**config.mk**
```make
export PLATFORM = sky130hd
export DESIGN_NAME = multicycle_control
export DESIGN_NICKNAME = d
export VERILOG_FILES = /design/src/rtl/multicycle_control.sv
export SDC_FILE = /design/constraint.sdc
export NUM_CORES = 1
export LEC_CHECK = 0
export BUFFER_PORTS_ARGS = -buffer_cell sky130_fd_sc_hd__buf_2
export CAP_MARGIN = 20
export CORE_MARGIN = 1
export CORE_UTILIZATION = 25
export DETAILED_ROUTE_END_ITERATION = 6
export PLACE_DENSITY = 0.45
export SYNTH_ARGS = -nofsm -noshare
export SYNTH_HDL_FRONTEND = slang
export SYNTH_SLANG_ARGS = --single-unit
```
**constraint.sdc**
```tcl
create_clock -name CLK -period 2.24 [get_ports CLK]
set_input_delay 0.448 -clock CLK [delete_from_list [all_inputs] [get_ports CLK]]
set_output_delay 0.448 -clock CLK [all_outputs]
set_load 0.1 [all_outputs]
```
**src/rtl/multicycle_control.sv**
```systemverilog
// Multicycle RV32-subset sequencer: FETCH/DECODE/EXECUTE/MEMORY/WRITEBACK, sticky illegal-op trap, retire counter.
// Zero-wait latency LUI 3 / ALU 4 / store 4 / load 5 cycles; FETCH and MEMORY hold until imem_ready/dmem_ready.
module multicycle_control #(
  parameter logic [31:0] RESET_PC = 32'h0000_0000,
  parameter int          CNT_W    = 32
) (
  input  logic             CLK,
  input  logic             RST,
  input  logic             run,
  input  logic [31:0]      instr,
  input  logic             imem_ready,
  input  logic             dmem_ready,
  input  logic             trap_clr,
  output logic             imem_req,
  output logic             ir_we,
  output logic             pc_we,
  output logic             pc_load,
  output logic [31:0]      pc_load_val,
  output logic             reg_we,
  output logic             dmem_req,
  output logic             dmem_we,
  output logic             alu_src,
  output logic [1:0]       alu_op,
  output logic [1:0]       result_sel,
  output logic             imm_src,
  output logic             busy,
  output logic             trap,
  output logic [CNT_W-1:0] instret
);

  typedef enum logic [2:0] {
    S_IDLE, S_FETCH, S_DECODE, S_EXEC, S_MEM, S_WB, S_TRAP
  } state_t;

  typedef enum logic [1:0] {K_ALU, K_LOAD, K_STORE, K_LUI} kind_t;

  state_t     state;
  kind_t      kind;

  kind_t      dec_kind;
  logic       dec_legal;
  logic       dec_alu_src;
  logic [1:0] dec_alu_op;
  logic       dec_imm_src;
  logic [1:0] dec_result_sel;

  logic [6:0] opcode;
  logic [2:0] funct3;
  logic [6:0] funct7;
  logic       instr_unused;

  assign opcode       = instr[6:0];
  assign funct3       = instr[14:12];
  assign funct7       = instr[31:25];
  assign instr_unused = ^{instr[24:15], instr[11:7]};

  always_comb begin
    dec_legal      = 1'b0;
    dec_kind       = K_ALU;
    dec_alu_src    = 1'b0;
    dec_alu_op     = 2'b00;
    dec_imm_src    = 1'b0;
    dec_result_sel = 2'b00;
    case (opcode)
      7'b0110011: begin
        if (funct3 == 3'b000 && (funct7 == 7'b0000000 || funct7 == 7'b0100000)) begin
          dec_legal  = 1'b1;
          dec_alu_op = funct7[5] ? 2'b01 : 2'b00;
        end else if (funct3 == 3'b111 && funct7 == 7'b0000000) begin
          dec_legal  = 1'b1;
          dec_alu_op = 2'b10;
        end else if (funct3 == 3'b110 && funct7 == 7'b0000000) begin
          dec_legal  = 1'b1;
          dec_alu_op = 2'b11;
        end
      end
      7'b0010011: begin
        dec_alu_src = 1'b1;
        dec_imm_src = 1'b1;
        case (funct3)
          3'b000:  begin dec_legal = 1'b1; dec_alu_op = 2'b00; end
          3'b111:  begin dec_legal = 1'b1; dec_alu_op = 2'b10; end
          3'b110:  begin dec_legal = 1'b1; dec_alu_op = 2'b11; end
          default: dec_legal = 1'b0;
        endcase
      end
      7'b0000011: begin
        dec_legal      = (funct3 == 3'b010);
        dec_kind       = K_LOAD;
        dec_alu_src    = 1'b1;
        dec_imm_src    = 1'b1;
        dec_result_sel = 2'b01;
      end
      7'b0100011: begin
        dec_legal   = (funct3 == 3'b010);
        dec_kind    = K_STORE;
        dec_alu_src = 1'b1;
      end
      7'b0110111: begin
        dec_legal      = 1'b1;
        dec_kind       = K_LUI;
        dec_result_sel = 2'b10;
      end
      default: dec_legal = 1'b0;
    endcase
  end

  // Selects are captured on leaving DECODE so they hold steady until the instruction retires.
  always_ff @(posedge CLK or negedge RST) begin
    if (!RST) begin
      state      <= S_IDLE;
      kind       <= K_ALU;
      trap       <= 1'b0;
      instret    <= '0;
      alu_src    <= 1'b0;
      alu_op     <= 2'b00;
      imm_src    <= 1'b0;
      result_sel <= 2'b00;
    end else begin
      case (state)
        S_IDLE:   if (run) state <= S_FETCH;
        S_FETCH:  if (imem_ready) state <= S_DECODE;
        S_DECODE: begin
          if (!dec_legal) begin
            trap  <= 1'b1;
            state <= S_TRAP;
          end else begin
            kind       <= dec_kind;
            alu_src    <= dec_alu_src;
            alu_op     <= dec_alu_op;
            imm_src    <= dec_imm_src;
            result_sel <= dec_result_sel;
            state      <= (dec_kind == K_LUI) ? S_WB : S_EXEC;
          end
        end
        S_EXEC:   state <= (kind == K_LOAD || kind == K_STORE) ? S_MEM : S_WB;
        S_MEM: begin
          if (dmem_ready) begin
            if (kind == K_STORE) begin
              instret <= instret + CNT_W'(1);
              state   <= run ? S_FETCH : S_IDLE;
            end else begin
              state <= S_WB;
            end
          end
        end
        S_WB: begin
          instret <= instret + CNT_W'(1);
          state   <= run ? S_FETCH : S_IDLE;
        end
        S_TRAP: begin
          if (trap_clr) begin
            trap  <= 1'b0;
            state <= S_IDLE;
          end
        end
        default:  state <= S_IDLE;
      endcase
    end
  end

  assign imem_req    = (state == S_FETCH);
  assign ir_we       = (state == S_FETCH) && imem_ready;
  assign dmem_req    = (state == S_MEM);
  assign dmem_we     = (state == S_MEM) && (kind == K_STORE);
  assign reg_we      = (state == S_WB);
  assign pc_we       = (state == S_WB) || ((state == S_MEM) && (kind == K_STORE) && dmem_ready);
  assign pc_load     = (state == S_TRAP) && trap_clr;
  assign pc_load_val = RESET_PC;
  assign busy        = (state != S_IDLE) && (state != S_TRAP);

endmodule

```
### Word level (Yosys, flattened, before mapping)

Index checks and enable logic that the tools add are counted.

| cells by class | value |
|---|---|
| eq/ne operators | 25 |
| divide/modulo/power cells | 0 |
| $add $sub $neg | 1 |
| shift operators | 0 |
| bitwise operators | 0 |
| multiplexer cells | 31 |
| reductions and logical operators | 25 |
| $lt $le $gt $ge | 0 |
| $mul | 0 |

Operators by type and width:

| cell | count |
|---|---|
| $mux 32 | 2 |
| $pmux 32 s2 | 1 |
| $add 32x1->32 const B | 1 |
| $eq 7x6->1 const B | 4 |
| $mux 3 | 7 |
| $pmux 3 s7 | 1 |
| $eq 3x3->1 const B | 5 |
| $pmux 2 s2 | 3 |
| $mux 1 | 11 |
| $ne 2x2->1 const B | 5 |
| $eq 3x2->1 const B | 3 |
| $logic_and 1x1->1 | 8 |
| $eq 7x2->1 const B | 1 |
| $eq 7x5->1 const B | 1 |
| $logic_not 7->1 | 1 |
| $logic_not 3->1 | 2 |
| $mux 2 | 3 |
| $pmux 2 s3 | 1 |
| $reduce_and 3->1 | 2 |
| $reduce_or 3->1 | 2 |
| $eq 2x2->1 const B | 2 |
| $pmux 1 s4 | 1 |
| $reduce_and 4->1 | 1 |
| $reduce_bool 2->1 | 2 |
| 9 further kinds | 12 |

| storage, ports and cells | value |
|---|---|
| memory bits (read-only) | 0 |
| word-level logic and storage cells | 90 |
| flip-flop bits (word level) | 44 |
| bits in writable memories | 0 |
| bits of input ports | 38 |
| latch bits | 0 |
| memories kept | 0 |

### Longest topological paths before layout

| depth | value |
|---|---|
| word-level depth | 8 |
| gate-level depth with buffers | 8 |

### Worst setup path before layout

Ideal clock, no wire load.

| timing | value |
|---|---|
| path kind | register -> output |
| start point | register state[0] |
| end point | output port dmem_we |
| stages on the path, launching flop included | 4 |
| arrival time | 2.818 ns |
| buffers on the path | 1 |
| setup slack | -1.026 ns |
| cell sequence | dfrtp_1 clkbuf_1 nor2_1 and2_1 |

| between the ends | value |
|---|---|
| cells in the longest elaborated chain, start to end | 2 |

RTL lines:

| element | RTL line | text |
|---|---|---|
| start, declared | 37 | `state_t state;` |
| start signal, assigned | 133 | `state <= (dec_kind == K_LUI) ? S_WB : S_EXEC;` |
| start signal, assigned | 136 | `S_EXEC: state <= (kind == K_LOAD \|\| kind == K_STORE) ? S_MEM : S_WB;` |
| start signal, assigned | 141 | `state <= run ? S_FETCH : S_IDLE;` |
| $eq 3x3->1 | - |  |
| net dmem_req | 20 | `output logic dmem_req,` |
| $logic_and 1x1->1 | 165 | `assign dmem_we = (state == S_MEM) && (kind == K_STORE);` |
| end, declared | 21 | `output logic dmem_we,` |

The timed path passes the listed nets, and every way through them passes these cells.

### Worst setup path after layout

| timing | value |
|---|---|
| start point | register state[1] |
| end point | output port pc_we |

| between the ends | value |
|---|---|
| cells in the longest elaborated chain, start to end | 4 |

RTL lines:

| element | RTL line | text |
|---|---|---|
| $eq 3x3->1 | 167 | `assign pc_we = (state == S_WB) \|\| ((state == S_MEM) && (kind == K_STORE) && dmem_ready);` |
| $logic_and 1x1->1 (2 in series) | 167 |  |
| $logic_or 1x1->1 (*) | 167 |  |
| end, declared | 16 | `output logic pc_we,` |

Mark *: on every way between the ends. The rest lies on a longest branch, timed or not.

==> flow_summary_export.csv <==
group,metric,value,unit
critical_path,cp_num_buf_inv,1,
logic_synthesis,yosysTopAreaCellShare,0.423,
logic_synthesis,synth.largest_area_cell,"dfrtp_1",
logic_synthesis,synth-edff-count,0,
cells_and_area,final_layout_size_suffix_gt1_frac,0.321,
critical_path,slowest_delay,0.52,ns
logic_synthesis,yosysSeqAreaShare,0.423,
route,via_per_inst,4.10,
logic_synthesis,synth_ff_type,"dfrtp_1",
sta,setup_violations,0,
sta,finalCritPeriodShare,0.941,
critical_path,cp-start-kind,"flip-flop",
cells_and_area,fillCellCount,1046,
grt,grt_max_degree,45,
die,die_w,104,µm
route,vias,1909,
die,core-area,9950,µm²
route,wl_per_cell,11.7,µm
cells_and_area,regArea,1110,µm²
placed_design,dp_hpwl,4140,µm
clock_tree,cts_setup_buffers,0,
die,ioPinCount,117,
cells_and_area,nets,372,
die,start_util,0.262,
sta,worstMarginPinSlew,0.593,ns
sta,hold_ws,0.243,ns
grt,grt_pass1_wl,9090,µm
grt,grtUsageTotal,0.104,
power_and_ir_drop,p_leak,1.60,nW
clock_tree,hold_buffers,0,
power_and_ir_drop,power.density,938,nW/µm²
route,ant_nets,0,
logic_synthesis,yosys_warnings,0,
critical_path,crit_family,"simple AND/OR/NAND/NOR gates",
sta,hold_violations,0,
clock_tree,path_clk_slew,0.08,ns
critical_path,critical_path_depth,3,
logic_synthesis,synth_seq_cells,44,
die,die-area,10800,µm²
sta,maxSlewHeadroom,0.605,
critical_path,path_class,"reg -> out",
clock_tree,cts_buffer_depth,2,
cells_and_area,post-route-util,0.313,
cells_and_area,area_growth,19.7,%
clock_tree,clk_latency,0.29,ns
clock_tree,cts_root_buf,"clkbuf_8",
sta,skew,0.00553,ns
sta,period_needed,2.11,ns
route,drtIter0Drc,40,
placed_design,io_buffers,69,
grt,grt_overflow,0,
clock_tree,clock_sinks,44,
critical_path,cp_max_fo,13,
sta,drv_slew,0,
cells_and_area,multiInputGateArea,1300,µm²
logic_synthesis,ys_types,50,
route,wirelength,5470,µm
critical_path,r2r_cells,6,
sta,rsz0062_at_grt,"false",
critical_path,cpMaxStageDelayCell,"dfrtp_1",
power_and_ir_drop,ir_drop,688,µV
clock_tree,cts_tree,"done",
critical_path,worstSetupEndpointType,"output pin",
route,drc,0,
power_and_ir_drop,finalPower,2.92,mW
route,dr.pass1.iters,6,
cells_and_area,n_antenna_cell,0,
die,die_y,104,µm
placed_design,gp_congestion,0.731,
critical_path,crit_chain,"and2b_1 -> and2_1 -> buf_12",
logic_synthesis,synth_area,2600,µm²
logic_synthesis,async_flop_share,1.00,
critical_path,required,1.79,ns
logic_synthesis,ys_top_cells_by_area,"dfrtp_1 42%, buf_4 9.2%, xnor2_1 7.1%",
logic_synthesis,synth.avg_cell_area,9.98,µm²
sta,fin_tns_setup,0,ns
clock_tree,htree_levels,2,
grt,antenna_found_initial,0,
logic_synthesis,synth_cells,261,
sta,fmax,475,MHz
grt,grt_pass1_vias,1793,
worst_hold_path,hold_class,"in -> async",
die,fp-row-count,36,
clock_tree,ctsResizeCount,0,
clock_tree,numCtsBuffers,5,
job,maxCapViolations,0,
outcome,outcome,"finished, final reports clean",
critical_path,critPathArrivalTime,1.66,ns
-- registers in the layout, summed over array words and instances, names as in the netlist --
register and count:
instret 32, state 3, alu_op 2, kind 2, result_sel 2, alu_src 1
imm_src 1, trap 1
-- power by group --
| part | total, mW | leakage, nW | switching, mW | internal, mW |
|---|---|---|---|---|
| Combinational | 1.43 | 0.982 | 1.14 | 0.293 |
| Sequential | 0.960 | 0.577 | 0.0978 | 0.862 |
| Clock | 0.530 | 0.0445 | 0.279 | 0.251 |
| Total | 2.92 | 1.60 | 1.52 | 1.41 |
-- kinds of logic (layout without fill, tap and decap cells) --
| logic type | count (synthesis) | in the layout | share of synthesized area |
|---|---|---|---|
| flip-flops | 44 | 44 | 0.423 |
| other | 1 | 32 | 0.00144 |
| adder cells (fa/ha/maj) | 2 | 2 | 0.00961 |
| XOR/XNOR | 33 | 33 | 0.111 |
| AO/OA/AOI/OAI | 20 | 20 | 0.0557 |
| multiplexers | 11 | 11 | 0.0471 |
| AND/OR/NAND/NOR | 100 | 100 | 0.227 |
| buffers and inverters | 50 | 91 | 0.125 |
-- layout make-up --
class,count,area share
Timing Repair Buffer,74,0.133
Sequential cell,44,0.355
Inverter,9,0.0108
Tap cell,133,0.0534
Clock buffer,7,0.0277
Multi-Input combinational cell,198,0.418
Clock inverter,1,0.00241
-- metrics by stage --
| stage | setup slack, ns | cells | area (µm²) |
|---|---|---|---|
| after floorplan | 0.00334 | 292 | 2740 |
| after global placement | 0.154 | 458 | 3020 |
| after detailed placement | 0.150 | 458 | 3020 |
| after CTS | 0.0307 | 466 | 3110 |
| after global routing | 0.00305 | 466 | 3120 |
| final | 0.133 | 466 | 3120 |
-- synthesized netlist by cell type (3+ instances only) --
library cell  instances
nor3_1                4
a21oi_1               4
nand2b_1              4
nand2_1              18
xor2_1               12
clkbuf_1              4
nand3_1              12
buf_4                32
and2_1                9
buf_2                 3
dfrtp_1              44
and4_1                4
and3_1                8
inv_1                 9
nor2_1               20
xnor2_1              21
mux2_2               10
-- placed cells by master (no fill, tap or decap), drive strengths merged, types with 3 or more instances in the layout --
cell type / Yosys / routed
buf: 37 / 72
clkbuf: 4 / 9
and4: 6 / 6
and3: 8 / 8
nand2: 18 / 18
xor2: 12 / 12
mux2: 10 / 10
xnor2: 21 / 21
a21oi: 4 / 4
dfrtp: 44 / 44
nand3: 12 / 12
nand2b: 4 / 4
and2: 9 / 9
nor4: 3 / 3
nor2: 20 / 20
inv: 9 / 9
nor3: 5 / 5
nand4: 4 / 4
conb: 1 / 32
-- final timing paths --
| check | startpoint | end | slack [ns] |
|---|---|---|---|
| max in group asynchronous | RST | instret[6] | 1.57 |
| worst max register to register | state[1] | alu_op[1] | 0.28 |
| worst min-delay path | RST | trap | 0.24 |
| min in group CLK | trap_clr | state[1] | 0.37 |
| worst min register to register | instret[31] | instret[31] | 0.47 |
| worst max-delay path | state[1] | pc_we | 0.13 |
-- per-layer routing --
layer  global-route usage  wire length, µm  part of all wire  vias up
met3               0.0257              264             0.048        5
met5                    0                0                 0        -
met1                0.152             2810              0.51      882
met2                0.153             2350              0.43       58
met4               0.0245               40            0.0073        0
li1                     -                -                 -      964
(Power assumes the default switching activity.)
